--- src/rtl/mem_line_bridge_if.sv ---
// mem_line_bridge_if -- bundles the CPU word port and the physical-memory
// line port of mem_line_bridge.
//
// Signals:
//   mem_read, mem_write      CPU word read / write request, held until mem_resp
//   mem_byte_enable[1:0]     bit0 = byte [7:0], bit1 = byte [15:8]
//   mem_address[15:0]        CPU byte address (bit 0 ignored)
//   mem_wdata[15:0]          CPU write data
//   mem_resp                 one-cycle completion strobe to the CPU
//   mem_rdata[15:0]          registered read word
//   pmem_read, pmem_write    line request to physical memory
//   pmem_address[15:0]       line-aligned address
//   pmem_wdata[127:0]        line write data, word k at [16k+15:16k]
//   pmem_rdata[127:0]        line read data, valid with pmem_resp
//   pmem_resp                physical transaction complete
//
// Modports:
//   slave  -- the bridge itself
//   master -- the CPU and physical memory that surround it
interface mem_line_bridge_if;
    logic         mem_read;
    logic         mem_write;
    logic [1:0]   mem_byte_enable;
    logic [15:0]  mem_address;
    logic [15:0]  mem_wdata;
    logic         mem_resp;
    logic [15:0]  mem_rdata;
    logic         pmem_read;
    logic         pmem_write;
    logic [15:0]  pmem_address;
    logic [127:0] pmem_wdata;
    logic [127:0] pmem_rdata;
    logic         pmem_resp;

    modport slave (
        input  mem_read, mem_write, mem_byte_enable, mem_address, mem_wdata,
        output mem_resp, mem_rdata,
        output pmem_read, pmem_write, pmem_address, pmem_wdata,
        input  pmem_rdata, pmem_resp
    );

    modport master (
        output mem_read, mem_write, mem_byte_enable, mem_address, mem_wdata,
        input  mem_resp, mem_rdata,
        input  pmem_read, pmem_write, pmem_address, pmem_wdata,
        output pmem_rdata, pmem_resp
    );
endinterface

--- src/rtl/mem_line_bridge.sv ---
// mem_line_bridge -- adapts 16-bit CPU word accesses to 128-bit (8 x 16)
// physical-memory line transactions through a single-line buffer.
//
// Ports:
//   clk  -- sole clock, rising edge
//   rst  -- asynchronous, active-high reset
//   bus  -- mem_line_bridge_if.slave (CPU word port + physical line port)
//
// Behaviour: a read hit completes with mem_resp one cycle after the request;
// a miss fetches the whole line first. Writes merge the enabled bytes into
// the buffered line and write the full line back to physical memory.
//
// Configuration macro MEM_LINE_BUF_EN:
//   defined   -- the buffer's valid bit and tag produce hits.
//   undefined -- hit is forced to 0: every read fetches, every write
//                fetches then writes. Ports are identical in both builds.
module mem_line_bridge (
    input  logic              clk,
    input  logic              rst,
    mem_line_bridge_if.slave  bus
);
    typedef enum logic [1:0] {IDLE, FETCH, WRITE, DONE} state_t;

    state_t       state;
    state_t       next_state;
    logic [127:0] line;
    logic [15:0]  rdata_q;
    logic         hit;
    logic         request;
    logic         is_write;
    logic [2:0]   word_idx;
    logic         unused_addr_bit;

    // Read and write together is treated as a write.
    assign request         = bus.mem_read | bus.mem_write;
    assign is_write        = bus.mem_write;
    assign word_idx        = bus.mem_address[3:1];
    assign unused_addr_bit = bus.mem_address[0];

    // Replace only the enabled bytes of the selected word.
    function automatic logic [127:0] merge_line(
        input logic [127:0] base,
        input logic [2:0]   idx,
        input logic [15:0]  wdata,
        input logic [1:0]   be
    );
        logic [127:0] result;
        result = base;
        if (be[0]) result[{idx, 4'd0} +: 8] = wdata[7:0];
        if (be[1]) result[{idx, 4'd8} +: 8] = wdata[15:8];
        return result;
    endfunction

    function automatic logic [15:0] select_word(
        input logic [127:0] l,
        input logic [2:0]   idx
    );
        return l[{idx, 4'd0} +: 16];
    endfunction

`ifdef MEM_LINE_BUF_EN
    logic        valid;
    logic [11:0] tag;

    always_ff @(posedge clk or posedge rst) begin
        if (rst) begin
            valid <= 1'b0;
            tag   <= 12'h000;
        end else if (state == FETCH && bus.pmem_resp) begin
            valid <= 1'b1;
            tag   <= bus.mem_address[15:4];
        end
    end

    assign hit = valid && (tag == bus.mem_address[15:4]);
`else
    assign hit = 1'b0;
`endif

    // State register.
    always_ff @(posedge clk or posedge rst) begin
        if (rst) begin
            state <= IDLE;
        end else begin
            // NOTE: sequential state uses non-blocking assignments so every
            // register samples the pre-edge values of the others.
            state <= next_state;
        end
    end

    // Next-state logic. pmem_resp is only looked at in FETCH and WRITE.
    always_comb begin
        // NOTE: default assignment first keeps this block free of latches.
        next_state = state;
        case (state)
            IDLE: begin
                if (request) begin
                    if (!hit)          next_state = FETCH;
                    else if (is_write) next_state = WRITE;
                    else               next_state = DONE;
                end
            end
            FETCH: begin
                if (bus.pmem_resp) next_state = is_write ? WRITE : DONE;
            end
            WRITE: begin
                if (bus.pmem_resp) next_state = DONE;
            end
            DONE: begin
                next_state = IDLE;
            end
            default: next_state = IDLE;
        endcase
    end

    // Output decode: every strobe is a pure function of the state, so reset
    // clears them at once.
    always_comb begin
        bus.mem_resp   = (state == DONE);
        bus.pmem_read  = (state == FETCH);
        bus.pmem_write = (state == WRITE);
    end

    // The CPU holds its address while busy, so the line address is stable
    // throughout a physical transaction.
    assign bus.pmem_address = {bus.mem_address[15:4], 4'h0};
    assign bus.pmem_wdata   = line;
    assign bus.mem_rdata    = rdata_q;

    // Line data. The merged line is stored on entry to WRITE, so the buffer
    // already matches what is being written back.
    // NOTE: the 128-bit data store has no reset; the valid bit alone decides
    // whether its contents mean anything.
    always_ff @(posedge clk) begin
        case (state)
            IDLE: begin
                if (request && hit && is_write)
                    line <= merge_line(line, word_idx, bus.mem_wdata, bus.mem_byte_enable);
            end
            FETCH: begin
                if (bus.pmem_resp)
                    line <= is_write
                          ? merge_line(bus.pmem_rdata, word_idx, bus.mem_wdata, bus.mem_byte_enable)
                          : bus.pmem_rdata;
            end
            default: ;
        endcase
    end

    // Read word register: loaded on the transition into DONE for reads and
    // held otherwise.
    always_ff @(posedge clk or posedge rst) begin
        if (rst) begin
            rdata_q <= 16'h0000;
        end else begin
            case (state)
                IDLE: begin
                    if (request && hit && !is_write)
                        rdata_q <= select_word(line, word_idx);
                end
                FETCH: begin
                    if (bus.pmem_resp && !is_write)
                        rdata_q <= select_word(bus.pmem_rdata, word_idx);
                end
                default: ;
            endcase
        end
    end
endmodule

--- src/flat_wrapper.sv ---
// flat-port wrapper written by rule: the top's interface ports become plain ports
module mem_line_bridge_flat 
  (clk, rst, bus_mem_read, bus_mem_write, bus_mem_byte_enable, bus_mem_address, bus_mem_wdata, bus_mem_resp, bus_mem_rdata, bus_pmem_read, bus_pmem_write, bus_pmem_address, bus_pmem_wdata, bus_pmem_rdata, bus_pmem_resp);
  mem_line_bridge_if bus_i ();
  input  logic clk;
  input  logic rst;
  input wire logic [$bits(bus_i.mem_read)-1:0] bus_mem_read;
  input wire logic [$bits(bus_i.mem_write)-1:0] bus_mem_write;
  input wire logic [$bits(bus_i.mem_byte_enable)-1:0] bus_mem_byte_enable;
  input wire logic [$bits(bus_i.mem_address)-1:0] bus_mem_address;
  input wire logic [$bits(bus_i.mem_wdata)-1:0] bus_mem_wdata;
  output wire logic [$bits(bus_i.mem_resp)-1:0] bus_mem_resp;
  output wire logic [$bits(bus_i.mem_rdata)-1:0] bus_mem_rdata;
  output wire logic [$bits(bus_i.pmem_read)-1:0] bus_pmem_read;
  output wire logic [$bits(bus_i.pmem_write)-1:0] bus_pmem_write;
  output wire logic [$bits(bus_i.pmem_address)-1:0] bus_pmem_address;
  output wire logic [$bits(bus_i.pmem_wdata)-1:0] bus_pmem_wdata;
  input wire logic [$bits(bus_i.pmem_rdata)-1:0] bus_pmem_rdata;
  input wire logic [$bits(bus_i.pmem_resp)-1:0] bus_pmem_resp;
  assign bus_i.mem_read = bus_mem_read;
  assign bus_i.mem_write = bus_mem_write;
  assign bus_i.mem_byte_enable = bus_mem_byte_enable;
  assign bus_i.mem_address = bus_mem_address;
  assign bus_i.mem_wdata = bus_mem_wdata;
  assign bus_mem_resp = bus_i.mem_resp;
  assign bus_mem_rdata = bus_i.mem_rdata;
  assign bus_pmem_read = bus_i.pmem_read;
  assign bus_pmem_write = bus_i.pmem_write;
  assign bus_pmem_address = bus_i.pmem_address;
  assign bus_pmem_wdata = bus_i.pmem_wdata;
  assign bus_i.pmem_rdata = bus_pmem_rdata;
  assign bus_i.pmem_resp = bus_pmem_resp;
  mem_line_bridge u_core (.clk(clk), .rst(rst), .bus(bus_i));
endmodule
--- config.mk ---
export PLATFORM = sky130hd
export DESIGN_NAME = mem_line_bridge_flat
export DESIGN_NICKNAME = d
export VERILOG_FILES = /design/src/rtl/mem_line_bridge_if.sv /design/src/rtl/mem_line_bridge.sv /design/src/flat_wrapper.sv
export SDC_FILE = /design/constraint.sdc
export NUM_CORES = 1
export LEC_CHECK = 0
export CORE_MARGIN = 5
export CORE_UTILIZATION = 46
export DETAILED_ROUTE_END_ITERATION = 6
export HOLD_SLACK_MARGIN = 0.08
export PLACE_DENSITY = 0.95
export SLEW_MARGIN = 20
export SYNTH_ARGS = -nofsm -noshare
export SYNTH_HDL_FRONTEND = slang
export SYNTH_SLANG_ARGS = --single-unit
--- constraint.sdc ---
create_clock -name clk -period 10.5 [get_ports clk]
set_input_delay 2.1 -clock clk [delete_from_list [all_inputs] [get_ports clk]]
set_output_delay 2.1 -clock clk [all_outputs]
set_load 0.02 [all_outputs]
==> run summary, run 1 <==
The flow ran to the end, and the final reports show no timing, DRC or antenna violations. For this run, the total global-route usage over all layers was measured as 0.2652. The number of enable-type register cells in the synthesized netlist came out at 128. The H-tree was split into 4 levels. The share of cells above drive strength 1 is 0.1661. For flop-to-flop paths, the worst setup slack is 7700 ps. For the worst setup path, the data required time is 10,660 ps. The number of antenna diodes came out at 0.

During synthesis, Yosys emitted a total of 0 warnings. The worst slew slack as a fraction of its limit is 0.3562. The largest net degree at the start of global routing came out at 73. For this run, the leading register cell type out of synthesis is edfxtp_1.

In this run the count of I/O pins placed on the die edge is 330. The number of max-cap violations came out at 0. The number of distinct library cells after synthesis is 37. The post-DP HPWL came out at 19,710 um. After synthesis, the largest family of logic cells by area is multiplexers.

For the pin with the worst max-slew slack, the measured transition is 965.7 ps. In this run the clock root is driven by a clkbuf_16. The DRC violation count after routing is 0. The clock network latency to the later pin of the worst-skew pair is 420 ps.

The number of buffers between clock root and the deepest sink came out at 2. The worst-case hold slack came out at 480.1 ps. The count of final hold-check violations came out at 0. The number of global-route vias before repair is 6,324. The number of rows in the core area is 47.

The share of the yosys chip area belonging to registers is 0.5620. The per-cell routed wire length came out at 24.05 um. Of the total synthesized cell area, the portion taken by AND, OR, NAND and NOR gates is 0.08646. The leftover overflow at the end of global routing came out at 0. Setup violations remaining at the end of the flow were counted as 0. The largest individual stage delay along the critical path comes from the cell clkdlybuf4s50_1. The number of hold buffers added after CTS came out at 0.

The accumulated negative setup slack came out at 0 ps. The cell taking the most area after synthesis is edfxtp_1. The share of power burned in combinational logic is 0.315.

The worst setup path is launched from an input pin. The mean instance size in the synthesized netlist is 13.00 um2. The number of gates resized after CTS was 0. On the worst path, the slowest cell contributes a delay of 860 ps. The clock transition at the register clock pins on the worst setup and hold paths after CTS came out at 60 ps.

Of the total power, the share spent switching nets is 0.3103. The final critical delay including setup and external delays came out at 5056 ps. The achievable clock frequency came out at 197.8 MHz. By area the synthesized netlist is led by edfxtp_1 (50%), mux2_2 (13%), dfrtp_1 (5.9%), nand2_1 (4.5%), mux2i_1 (4.2%). The cell seen most often among critical-path stages is ha_1. The tree built by TritonCTS fans out to 146 sinks. The worst setup path is captured at a flip-flop.

From bottom edge to top edge, the die measures 138.9 um. The number of pins with negative max-slew slack in the final report is 0. The signal on the critical path passes through clkdlybuf4s50_1 -> inv_1 -> ha_1 -> ha_1 -> o31ai_1 -> nor3_2 -> mux2_2. After synthesis, the share of flip-flops with an asynchronous set or reset is 0.1233. The mux share of post-synthesis cell area is 0.1888. The final antenna-violating net count is 0. The final estimated routing congestion in global placement came out at 0.8997.

The CTS tree is done. The die width is 138.9 um. The post-CTS setup-driven buffer insertion count came out at 0.

Of the available clock period, the critical path in the final layout requires 0.4816. In this run the power spent charging and discharging nets is 632.9 uW. The flip-flop and latch count after synthesis is 146. In the routed layout, each cell is associated on average with a via count of 5.632. The number of DRC violations after detailed-routing iteration 0 came out at 557. VDD sags by at most 0.1229 mV. The data arrival time at the worst-slack endpoint came out at 5220 ps. The first-pass GRT wire length came out at 39,050 um. The adder and majority gate portion of the synthesized area is 0.01965. After detailed routing, the total wire length is 26,440 um. The clock network fraction of total power is 0.289. The net count of the finished layout is 1,045. The count of vias placed by the detailed router is 6,190. The placeable core region came out at 16,470 um2. The share of the synthesized area in compound gates (AO/OA/AOI/OAI) is 0.1014. The number of placed instances, taps included is 1,067. In this run the worst hold path is classified as reg2reg. The gate count of the mapped netlist came out at 588. From synthesis to final layout, the design area changed by 47.13%.

The initial core utilization came out at 0.4641. The die footprint came out at 19,290 um2. Setup repair after global routing left no endpoint under its margin. The worst setup path is of the in2reg kind. The CTS buffer count came out at 17. The initial antenna violation count was 1.

The portion of synthesized cell area occupied by the leading cell type is 0.5030. Of the total power, registers draw 0.396. The area of the mapped netlist came out at 7641 um2. For this design the static power due to leakage is 0.004201 uW. The number of buffers inserted by port buffering is 300.

The total power divided by cell area came out at 181.4 nW/um2. The internal power summed over all cells is 1407 uW. The first-pass iteration count of the detailed router came out at 5. The critical-path maximum fanout came out at 14. Of the total synthesized cell area, the portion taken by XOR and XNOR cells is 0. The share of the core filled with cells in the final layout is 0.6828. For this run, the number of standard cells in the final layout without fillers is 1,099.

The worst clock skew is 7.734 ps.
## per-stage QoR
step	power (uW)	cell area [um2]	setup WS (ps)
2_1_floorplan	1136	7652	4980
3_3_place_gp	1437	10680	5162
3_5_place_dp	1457	10680	5079
4_1_cts	2045	11240	5517
5_1_grt	2115	11240	5340
6_report	2039	11240	5444
## logic make-up (layout without fill, tap and decap cells)
group / Yosys count / in the layout
simple gates: 129 / 129
fa+ha+maj: 12 / 12
mux: 129 / 129
buf+inv: 55 / 343
other cells: 1 / 4
flops: 146 / 146
compound gates: 116 / 116
## registers in the layout, indices dropped and copies added (netlist names)
register,flops
u_core.bus.pmem_wdata,128
u_core.bus.mem_rdata,16
u_core.state,2
## layer usage
layer / track usage / wire length [um]
met1: 0.3436 / 10710
met2: 0.4347 / 12930
met3: 0.05724 / 1807
met4: 0.1092 / 980
met5: 0 / 13
## layout make-up
type                    instances  area, um2
multi-input cells             390       3045
fillers                      1155       5224
inverters                       6      22.52
repair buffers                305       3038
flip-flops and latches        146       4294
well taps                     220      275.3
clock buffers                  17      425.4
clock inverters                15      141.4
## worst paths after layout
kind                       cells after the start                                   end                                 start
max in group asynchronous                      2   u_core.bus.mem_rdata[9]$_DFFE_PP0P_                                   rst
setup / recovery                               7   u_core.bus.pmem_wdata[33]$_DFFE_PP_                    bus_mem_address[2]
setup reg to reg                               4  u_core.bus.pmem_wdata[119]$_DFFE_PP_           u_core.state[1]$_DFFE_PP0P_
min in group asynchronous                      2           u_core.state[0]$_DFFE_PP0P_                                   rst
hold reg to reg                                2  u_core.bus.mem_rdata[13]$_DFFE_PP0P_  u_core.bus.mem_rdata[13]$_DFFE_PP0P_
hold / removal                                 2  u_core.bus.mem_rdata[13]$_DFFE_PP0P_  u_core.bus.mem_rdata[13]$_DFFE_PP0P_
## critical path: cells and delay by family
kind,cells,cell delay (ps)
compound gates,1,200
fa+ha+maj,2,770
buf+inv,2,1010
mux,1,420
simple gates,1,720
## power groups by stage
stage               Combinational, uW  Sequential, uW  Clock (uW)
floorplan                         186             950           0
global placement                  624             813           0
detailed placement                640             817           0
CTS                               644             806         595
global route                      673             816         626
finish                            643             807         589
## cell usage in the layout, fill, tap and decap left out, types with 2 or more instances in the layout
master / instances
ha_1: 12
o21ai_0: 48
clkdlybuf4s50_1: 299
inv_6: 2
nand4_1: 3
edfxtp_1: 128
mux2i_1: 32
nor4_4: 2
nor3b_1: 2
nand3_1: 2
nand2b_1: 2
clkbuf_16: 17
clkinv_1: 2
buf_4: 6
nor2b_1: 5
clkinvlp_4: 3
o22ai_1: 16
nand4b_1: 4
dfrtp_1: 18
nand4_2: 2
nor2_1: 3
nand2_1: 92
mux2_2: 89
clkinv_2: 5
conb_1: 4
nor3_2: 3
mux2_4: 8
a22o_1: 32
inv_1: 6
bufinv_16: 2
o31ai_1: 18
nand3b_1: 2
## Yosys cell counts (6+ instances only)
master	n
inv_1	6
dfrtp_1	18
mux2_2	89
buf_2	6
o21ai_0	48
o31ai_1	18
nand2_1	92
o22ai_1	16
buf_4	21
a22o_1	32
mux2_4	8
mux2i_1	32
clkbuf_1	16
ha_1	12
edfxtp_1	128
Note: power is estimated with default switching activity, not from simulation.
==> run 2, diff against run 1 <==
--- a/config.mk
+++ b/config.mk
@@ -6,10 +6,10 @@
 export NUM_CORES = 1
 export LEC_CHECK = 0
 export CORE_MARGIN = 5
-export CORE_UTILIZATION = 46
+export CORE_UTILIZATION = 39
 export DETAILED_ROUTE_END_ITERATION = 6
 export HOLD_SLACK_MARGIN = 0.08
-export PLACE_DENSITY = 0.95
+export PLACE_DENSITY = 0.88
 export SLEW_MARGIN = 20
 export SYNTH_ARGS = -nofsm -noshare
 export SYNTH_HDL_FRONTEND = slang
==> constraint.sdc (replaced) <==
create_clock -name clk -period 4.2 [get_ports clk]
set_input_delay 0.84 -clock clk [delete_from_list [all_inputs] [get_ports clk]]
set_output_delay 0.84 -clock clk [all_outputs]
set_load 0.02 [all_outputs]
==> run 2 against run 1 <==
Net effect:
- combinational power rose to 2.5 times the previous value
- total power rose to 2.5 times the previous value
- highest routed layer unchanged
- first-iteration DRC count down 11%
- sequential power rose to 2.5 times the previous value
- via count down 0.37%
- cell area up 1.7%
- global-route usage down 3.2 points
- largest power group unchanged
- die area up 17%
- cell count up 5.3%
- count of clock-buffer cells in the layout up 2
- largest cell class unchanged
- sequential share of layout area down 0.63 points
- non-clock buffer count up 13
==> run summary, run 2 (same netlist as run 1, synthesis figures left out) <==
The number of hold buffers added after CTS is 0 (unchanged). The buffer and inverter count on the worst path came out at 2 (unchanged). The power dissipated by switching net loads came out at 1586 uW (+150%).

The DRC violation count after routing came out at 0 (unchanged). The library cell used most frequently in the layout, excluding fill and tap cells, is clkdlybuf4s50_1. The post-DP HPWL came to 20,080 um (+1.9%). The required time at the worst-slack endpoint came to 4360 ps (-6300 ps). The final critical delay including setup and external delays is 3231 ps. The placeable core region was 19,400 um2 (+18%). The number of antenna diodes is 0 (unchanged). The initial core utilization came out at 0.3939 (-0.07016). The data arrival time at the worst-slack endpoint came out at 3390 ps (-1830 ps).

The startpoint class of the critical path is an input pin. The worst slew slack as a fraction of its limit is 0.3425 (-0.01366). The count of final hold-check violations came out at 0 (unchanged). The first-pass GRT wire length is 38,590 um (-1.2%). The die width was 150.0 um (+8.0%). The clock root buffer master is clkbuf_16. The critical path endpoint category is a flip-flop. The final net count came out at 1,058 (+1.2%). The sequential power share is 0.389 (-0.007).

The library cells used most frequently in the layout, excluding fill and tap cells, are clkdlybuf4s50_1 (299), edfxtp_1 (128), nand2_1 (92). The total number of H-tree levels is 4 (unchanged). The cell seen most often among critical-path stages is ha_1. The final estimated routing congestion in global placement came out at 0.8981 (-0.18%). The net switching share of the total power is 0.3063 (-0.003978). The height of the die is 150.0 um (+8.0%).

The number of buffers between clock root and the deepest sink was 2 (unchanged). The initial antenna violation count came out at 2 (+1). The fraction of the cycle the final worst path needs is 0.7694. The critical setup path kind is in2reg. The number of top-level design ports came out at 330 (unchanged).

The dominant delay contributor by cell family on the critical path is simple AND/OR/NAND/NOR gates. The number of pins with negative max-slew slack in the final report came to 0 (unchanged). The leftover overflow at the end of global routing is 0 (unchanged).

Setup repair after global routing left no endpoint under its margin. The flip-flop count of the largest register, all copies and words added is 128 (unchanged). The number of buffers inserted by port buffering came out at 300 (unchanged). The number of max-cap violations was 0 (unchanged). The post-CTS setup-driven buffer insertion count is 0 (unchanged). The area growth from synthesis to layout is 49.60%.

The internal power summed over all cells is 3591 uW (+160%). The total power divided by cell area is 452.9 nW/um2 (+150%). The flow ran to the end, and the final reports show no timing, DRC or antenna violations. The largest stage delay on the critical path is 870 ps (about the same).

The die footprint is 22,490 um2 (+17%). The cell area after layout was 11,430 um2 (+1.7%). The signal on the critical path passes through buf_4 -> inv_1 -> ha_1 -> ha_1 -> or4_1 -> mux2_4. The share of power burned in combinational logic came out at 0.311 (-0.004). The post-CTS resize count is 0 (unchanged). The per-cell routed wire length came out at 23.10 um (-4.0%). The worst clock skew came to 12.79 ps (+5.054 ps).

The transition time of the tightest slew-check pin was 985.1 ps (+19.40 ps). The first-pass iteration count of the detailed router is 7 (+2). The worst-case hold slack came out at 480.1 ps (+0.01200 ps). The post-route total power is 5177 uW (+150%).

The CTS buffer count is 17 (unchanged). The count of vias placed by the detailed router is 6,167 (-0.37%). The largest net degree at the start of global routing is 84 (+15%). The post-detailed-route via-to-cell ratio came out at 5.330 (-5.4%).

The post-place instance area was 10,840 um2 (+1.6%). The accumulated negative setup slack is 0 ps (unchanged). The clock transition at the register clock pins on the worst setup and hold paths after CTS is 60 ps (about the same). The critical-path maximum fanout is 31 (+17). The overall routed net length came out at 26,730 um (+1.1%).

The peak supply drop came out at 0.3229 mV (+160%). The count of final setup violators came out at 0 (unchanged). The number of rows in the core area came out at 51 (+8.5%). TritonCTS built the clock tree. The number of global-route vias before repair came to 6,297 (-0.43%). The final antenna-violating net count is 0 (unchanged). The sink count of the clock tree is 146 (unchanged). The achievable clock frequency is 309.5 MHz.

The total routing usage reported by global routing came to 0.2329 (-0.03236). The clock network fraction of total power is 0.300 (+0.011). The slowest stage of the critical path is the or4_1 cell. The leakage dissipation is 0.004282 uW (+1.9%). The clock network latency to the later pin of the worst-skew pair is 410 ps (about the same). The worst hold path belongs to the class reg2reg. The share of cells above drive strength 1 came out at 0.1771 (+0.01103). The number of DRC violations after detailed-routing iteration 0 is 497 (-11%).
## run 2: cell types whose count changed in the layout (fill, tap and decap cells not counted)
cell        change
buf_12          +1
clkinv_2        -1
inv_6           +1
clkbuf_1        +2
clkinv_1        -1
bufinv_16       +1
buf_4          +12
clkinvlp_4      -2
## run 2: power by group through the flow
stage	Sequential, uW	Clock, uW	Combinational, uW
final	2020	1550	1610
after global placement	2030	0	1580
after floorplan	2360	0	467
after global routing	2040	1630	1690
after CTS	2020	1570	1620
after detailed placement	2040	0	1610
## run 2: path summary, 6_finish.rpt
check	startpoint	depth (start not counted)	slack [ps]	endpoint
setup / recovery	bus_mem_address[1]	6	970	u_core.bus.pmem_wdata[86]$_DFFE_PP_
hold / removal	u_core.bus.mem_rdata[3]$_DFFE_PP0P_	2	480	u_core.bus.mem_rdata[3]$_DFFE_PP0P_
setup reg to reg	u_core.state[1]$_DFFE_PP0P_	4	2310	u_core.bus.pmem_wdata[14]$_DFFE_PP_
hold reg to reg	u_core.bus.mem_rdata[3]$_DFFE_PP0P_	2	480	u_core.bus.mem_rdata[3]$_DFFE_PP0P_
max in group asynchronous	rst	2	2630	u_core.bus.mem_rdata[6]$_DFFE_PP0P_
min in group asynchronous	rst	2	950	u_core.state[1]$_DFFE_PP0P_
## run 2: tightest hold or removal path, cell delays in order (launching register included)
cell and delay [ps]:
dfrtp_1 340, nand2_1 50, o31ai_1 50
## run 2: final cells by class
cell class              count  area (um2)
fillers                  1620        7968
flip-flops and latches    146        4294
repair buffers            318        3148
multi-input cells         390        3045
clock buffers              19       432.9
well taps                 265       331.6
clock inverters            13       156.4
inverters                   6       22.52
## run 2: metal layers
metal  wire [um]  GRT usage  part of all wire  vias up
li1            -          -                 -     2812
met5          25          0           0.00094        -
met4         961     0.1061             0.036        4
met2       12640     0.3670              0.47      326
met3        1914    0.04846             0.072       65
met1       11190     0.3093              0.42     2960
## run 2: stage by stage
step           instances  worst slack (ps)    util
3_5_place_dp        1125             572.7  0.5589
3_3_place_gp        1125             609.9  0.5589
6_report            1157             968.6  0.5893
4_1_cts             1157              1018  0.5893
2_1_floorplan        591             933.2       -
5_1_grt             1157             942.5  0.5893
